File: src/rtl/mac_pkg.sv
// Shared constants and saturation-limit helpers for the MAC lane and the accelerator top.
package mac_pkg;

    localparam int DEFAULT_DATA_WIDTH = 32;
    localparam int DEFAULT_ACC_WIDTH  = 32;
    localparam int MAX_ACC_WIDTH      = 128;

    typedef logic [MAX_ACC_WIDTH-1:0] wide_t;

    // What the accumulator does on the next edge, in priority order.
    typedef enum logic [1:0] {
        OP_HOLD,
        OP_CLEAR,
        OP_LOAD,
        OP_ACCUM
    } acc_op_e;

    // Largest representable value of a width-bit accumulator; callers keep the low width bits.
    function automatic wide_t sat_max(input int width, input bit is_signed);
        return is_signed ? (wide_t'(1) << (width - 1)) - wide_t'(1)
                         : (wide_t'(1) << width) - wide_t'(1);
    endfunction

    // Smallest representable value; for signed widths the low width bits read 100...0.
    function automatic wide_t sat_min(input int width, input bit is_signed);
        return is_signed ? ~sat_max(width, 1'b1) : '0;
    endfunction

endpackage

File: src/rtl/mac_mult.sv
// Combinational full-width multiplier; operands are sign- or zero-extended to 2*DATA_WIDTH first.
module mac_mult #(
    parameter int DATA_WIDTH = 32,
    parameter bit SIGNED     = 1'b1
) (
    input  logic [DATA_WIDTH-1:0]   a,
    input  logic [DATA_WIDTH-1:0]   b,
    output logic [2*DATA_WIDTH-1:0] product
);

    logic [2*DATA_WIDTH-1:0] a_ext;
    logic [2*DATA_WIDTH-1:0] b_ext;

    // The low 2*DATA_WIDTH bits of an unsigned product of extended operands equal the signed product.
    assign a_ext   = {{DATA_WIDTH{SIGNED & a[DATA_WIDTH-1]}}, a};
    assign b_ext   = {{DATA_WIDTH{SIGNED & b[DATA_WIDTH-1]}}, b};
    assign product = a_ext * b_ext;

endmodule

File: src/rtl/mac.sv
// Single multiply-accumulate lane: registered accumulator with clear, wrap/saturate and sticky overflow.
module mac
    import mac_pkg::*;
#(
    parameter int DATA_WIDTH = DEFAULT_DATA_WIDTH,
    parameter int ACC_WIDTH  = DEFAULT_ACC_WIDTH,
    parameter bit SIGNED     = 1'b1,
    parameter bit SATURATE   = 1'b0
) (
    input  logic                  clk,
    input  logic                  reset,
    input  logic                  clear,
    input  logic                  enable,
    input  logic [DATA_WIDTH-1:0] a_in,
    input  logic [DATA_WIDTH-1:0] b_in,
    output logic [ACC_WIDTH-1:0]  accum_out,
    output logic                  overflow
);

    localparam int PW = 2 * DATA_WIDTH;
    localparam logic [ACC_WIDTH-1:0] ACC_MAX = ACC_WIDTH'(sat_max(ACC_WIDTH, SIGNED));
    localparam logic [ACC_WIDTH-1:0] ACC_MIN = ACC_WIDTH'(sat_min(ACC_WIDTH, SIGNED));

    logic [1:0]           rst_pipe;
    logic                 rst_n;
    logic [PW-1:0]        product;
    logic [ACC_WIDTH-1:0] p_acc;
    logic                 p_lost;
    logic [ACC_WIDTH:0]   sum;
    logic                 sum_ovf;
    logic [ACC_WIDTH-1:0] sat_val;
    acc_op_e              op;
    logic [ACC_WIDTH-1:0] acc_next;
    logic                 ovf_next;

    // Assert asynchronously, release two clk edges after reset goes high.
    always_ff @(posedge clk or negedge reset) begin
        if (!reset) begin
            rst_pipe <= 2'b00;
        end else begin
            // NOTE: non-blocking here so both stages sample the pre-edge value, forming a real two-flop chain.
            rst_pipe <= {rst_pipe[0], 1'b1};
        end
    end

    assign rst_n = rst_pipe[1];

    mac_mult #(
        .DATA_WIDTH(DATA_WIDTH),
        .SIGNED    (SIGNED)
    ) u_mult (
        .a      (a_in),
        .b      (b_in),
        .product(product)
    );

    generate
        if (ACC_WIDTH > PW) begin : g_extend
            assign p_acc  = {{(ACC_WIDTH - PW){SIGNED & product[PW-1]}}, product};
            assign p_lost = 1'b0;
        end else if (ACC_WIDTH == PW) begin : g_exact
            assign p_acc  = product;
            assign p_lost = 1'b0;
        end else begin : g_truncate
            logic [PW-ACC_WIDTH-1:0] p_high;
            assign p_acc  = product[ACC_WIDTH-1:0];
            assign p_high = product[PW-1:ACC_WIDTH];
            // Truncation is lossless only if the dropped bits are a pure extension of the kept MSB.
            assign p_lost = SIGNED ? (p_high != {(PW - ACC_WIDTH){product[ACC_WIDTH-1]}})
                                   : (|p_high);
        end
    endgenerate

    assign sum     = {SIGNED & accum_out[ACC_WIDTH-1], accum_out}
                   + {SIGNED & p_acc[ACC_WIDTH-1], p_acc};
    assign sum_ovf = SIGNED ? (sum[ACC_WIDTH] != sum[ACC_WIDTH-1]) : sum[ACC_WIDTH];
    // Bit ACC_WIDTH of the extended sum is the true sign, so it picks the clamp direction.
    assign sat_val = (SIGNED && sum[ACC_WIDTH]) ? ACC_MIN : ACC_MAX;

    always_comb begin
        op = OP_HOLD;
        if (clear) begin
            op = enable ? OP_LOAD : OP_CLEAR;
        end else if (enable) begin
            op = OP_ACCUM;
        end
    end

    always_comb begin
        // NOTE: defaulting every output first means no path leaves them unassigned, so no latch is inferred.
        acc_next = accum_out;
        ovf_next = overflow;
        unique case (op)
            OP_HOLD: begin
            end
            OP_CLEAR: begin
                acc_next = '0;
                ovf_next = 1'b0;
            end
            OP_LOAD: begin
                acc_next = p_acc;
                ovf_next = p_lost;
            end
            OP_ACCUM: begin
                acc_next = (sum_ovf && SATURATE) ? sat_val : sum[ACC_WIDTH-1:0];
                ovf_next = overflow | p_lost | sum_ovf;
            end
        endcase
    end

    always_ff @(posedge clk or negedge rst_n) begin
        if (!rst_n) begin
            accum_out <= '0;
            overflow  <= 1'b0;
        end else begin
            accum_out <= acc_next;
            overflow  <= ovf_next;
        end
    end

endmodule

File: config.mk
export PLATFORM = sky130hd
export DESIGN_NAME = mac
export DESIGN_NICKNAME = d
export VERILOG_FILES = /design/src/rtl/mac_pkg.sv /design/src/rtl/mac_mult.sv /design/src/rtl/mac.sv
export SDC_FILE = /design/constraint.sdc
export NUM_CORES = 2
export LEC_CHECK = 0
export CAP_MARGIN = 25
export CORE_MARGIN = 3
export CORE_UTILIZATION = 55
export CTS_BUF_LIST = sky130_fd_sc_hd__clkbuf_8
export CTS_CLUSTER_SIZE = 40
export DETAILED_ROUTE_END_ITERATION = 16
export GPL_TIMING_DRIVEN = 0
export PLACE_DENSITY = 0.8
export RECOVER_POWER = 50
export SYNTH_ARGS = -nofsm -noshare
export SYNTH_HDL_FRONTEND = slang
export SYNTH_SLANG_ARGS = --single-unit
File: constraint.sdc
create_clock -name clk -period 1.25 [get_ports clk]
set_input_delay 0.25 -clock clk [delete_from_list [all_inputs] [get_ports clk]]
set_output_delay 0.25 -clock clk [all_outputs]
set_load 0.005 [all_outputs]
==> reports/metrics.yaml <==
drive_gt1_share_pct: 19.8
cts_sinks: 35
drt_pre_antenna_iters: 6
slew_viol_final: 0
grt_first_pass_wirelength_um: 214000
yosys_warnings: 0
async_flop_share_pct: 100
critPathMaxFanout: 6
timing.fmax_mhz: 119
max-slew-margin-rel_pct: 39.5
syn_area_um2: 38800
hold_viol_final: 0
n_fill_cell: 5129
io_pins: 101
synth_most_common_cell: "fa_1"
port-buffer-count: 98
hold_class: "input port to asynchronous set/reset pin"
setup_viol: 32
synth_nets: 5456
first_iter_violations: 3330
grt_usage_pct: 39.3
grt_max_degree: 34
worstPathRequired_ns: 1.41
ctsHoldBuffers: 0
slowest_stage: "fa_2"
synth_seq_cells: 35
synth_ff_type: "dfrtp_1"
syn_inst: 4089
gp_congestion: 1.09
overflow: 0
startpoint_type: "input port"
numCtsBuffers: 5
ys_seq_area_share_pct: 2.26
cts_max_level: 2
maxCapViolCount: 0
dieArea_um2: 73800
crit_path_max_incr_delay_ns: 0.58
synth_top_cell_area_share_pct: 55.8
clkLatencyLatePin_ns: 0.31
cts.clk_slew.worst_paths_ns: 0.09
violations: "negative setup slack"
die_h_um: 272
grt_pass1_vias: 35000
die_width_um: 272
crit_type: "input port to flip-flop"
cts_tree: "yes"
vias: 32200
rsz0062_at_grt: "yes"
fin_setup_tns_ns: -166.37
viasPerCell: 6.03
synth_area_leaders: "fa_1 56%, inv_1 7.3%, and2_1 7.3%"
finalCritPeriodShare_pct: 673
remaining_drc_errors: 0
critPathArrivalTime_ns: 8.57
fin_crit_ns: 8.41
clock-root-buffer: "clkbuf_8"
synthTopCellsByCount: "1083 x fa_1, 756 x inv_1, 635 x nand2_1"
status: "complete, but fails checks"
hpwl_um: 115000
syn-mean-instance-area_um2: 9.50
synth-edff-count: 0
num_rows: 96
nNetsFinal: 5763
cts_buffer_depth: 2
yosys.area.top_type: "fa_1"
syn_to_final_growth_pct: 20.9
pre_cts_ws_ns: -8.88
core_um2: 69300
fin_skew_ns: 0.00708
post-route-util_pct: 67.8
worst_pin_slew_ns: 0.908
setup_ws_ns: -7.16
cp_common_cell: "fa_1"
wirelength_um: 145000
wl_per_cell_um: 27.1
antenna_found_initial: 11
initial_core_util_pct: 56.0
ant_nets: 0
synth_cell_type_count: 93
crit_path_end_kind: "flip-flop"
## logic make-up (layout without fill, tap and decap cells)
kind of cell    after synthesis  after routing  synth area share (%)
buf+inv                     986           1294                  9.67
fa+ha+maj                  1299           1299                  62.8
flops                        35             35                  2.26
xor+xnor                     96             96                  2.23
other cells                   1             13               0.00966
mux                          25             25                 0.654
simple gates               1290           1290                  16.3
compound gates              357            357                  6.12
## registers in the layout, indices dropped and copies added (netlist names)
signal / cells
accum_out: 32
overflow: 1
rst_pipe: 2
## area by class of cell
class	count	area [µm²]	share of cell area [%]
Multi-Input combinational cell	3068	36200	77.2
Inverter	758	2880	6.12
Buffer	221	2870	6.11
Timing Repair Buffer	307	2780	5.91
Tap cell	931	1160	2.48
Sequential cell	35	886	1.89
Clock buffer	5	68.8	0.147
Clock inverter	3	43.8	0.0933
Antenna cell	12	30.0	0.0640
## critical path: cells and delay by family
family                   cells  cell delay, ns
AO/OA/AOI/OAI               10            1.72
AND/OR/NAND/NOR              4            0.67
XOR/XNOR                     2            0.29
multiplexers                 1            0.14
buffers and inverters       10            0.76
adder cells (fa/ha/maj)     10            4.69
## layout by cell type (no fill, tap or decap), types with 22 or more instances in the layout
cell type,instances
clkbuf_8,76
nand2b_1,32
inv_2,29
fa_2,47
clkbuf_16,47
clkbuf_2,46
clkbuf_4,27
xnor2_1,51
a21oi_1,63
a21oi_2,26
a21o_1,27
mux2i_1,22
ha_4,56
fa_1,1036
o21ai_0,31
o21ai_1,41
ha_1,151
dfrtp_1,27
buf_6,39
buf_4,190
nor2_1,52
nand2_1,613
inv_1,720
and2_1,436
## repair_timing
action                     CTS  global route
setup buffers              150            64
gates cloned                 1             0
setup endpoints to repair   66            51
gates resized for setup    936           230
pin swaps                   91           111
## path summary, 6_finish.rpt
| check | start | to | slack (ns) | cells after the start |
|---|---|---|---|---|
| max | a_in[13] | accum_out[31]$_DFFE_PN0P_ | -7.16 | 37 |
| min | reset | rst_pipe[0]$_DFF_PN0_ | 0.17 | 1 |
| max reg2reg | accum_out[7]$_DFFE_PN0P_ | accum_out[31]$_DFFE_PN0P_ | -2.02 | 13 |
| min reg2reg | rst_pipe[0]$_DFF_PN0_ | rst_pipe[1]$_DFF_PN0_ | 0.35 | 0 |
| max in group asynchronous | rst_pipe[1]$_DFF_PN0_ | accum_out[3]$_DFFE_PN0P_ | 0.28 | 0 |
| min in group clk | clear | accum_out[11]$_DFFE_PN0P_ | 0.18 | 2 |
## through the flow
step	instances	cell area [µm²]	hold WS (ns)
after detailed placement	5120	42200	0.335
final	5340	47000	0.167
after floorplan	4089	40000	-0.0456
after global placement	5118	42100	0.335
after CTS	5273	45900	0.0978
after global routing	5330	46900	0.166
## per-layer routing
| metal | up-vias | track usage (%) | wire (µm) | part of all wire, % |
|---|---|---|---|---|
| li1 | 12900 | - | - | - |
| met1 | 16300 | 48.1 | 49000 | 34 |
| met2 | 2367 | 60.0 | 63600 | 44 |
| met3 | 640 | 13.4 | 19700 | 14 |
| met4 | 6 | 24.9 | 12400 | 8.6 |
| met5 | - | 0 | 44 | 0.030 |
Power is not shown: default switching activity piles up to over one toggle a cycle in this logic, so the estimate is an artifact.
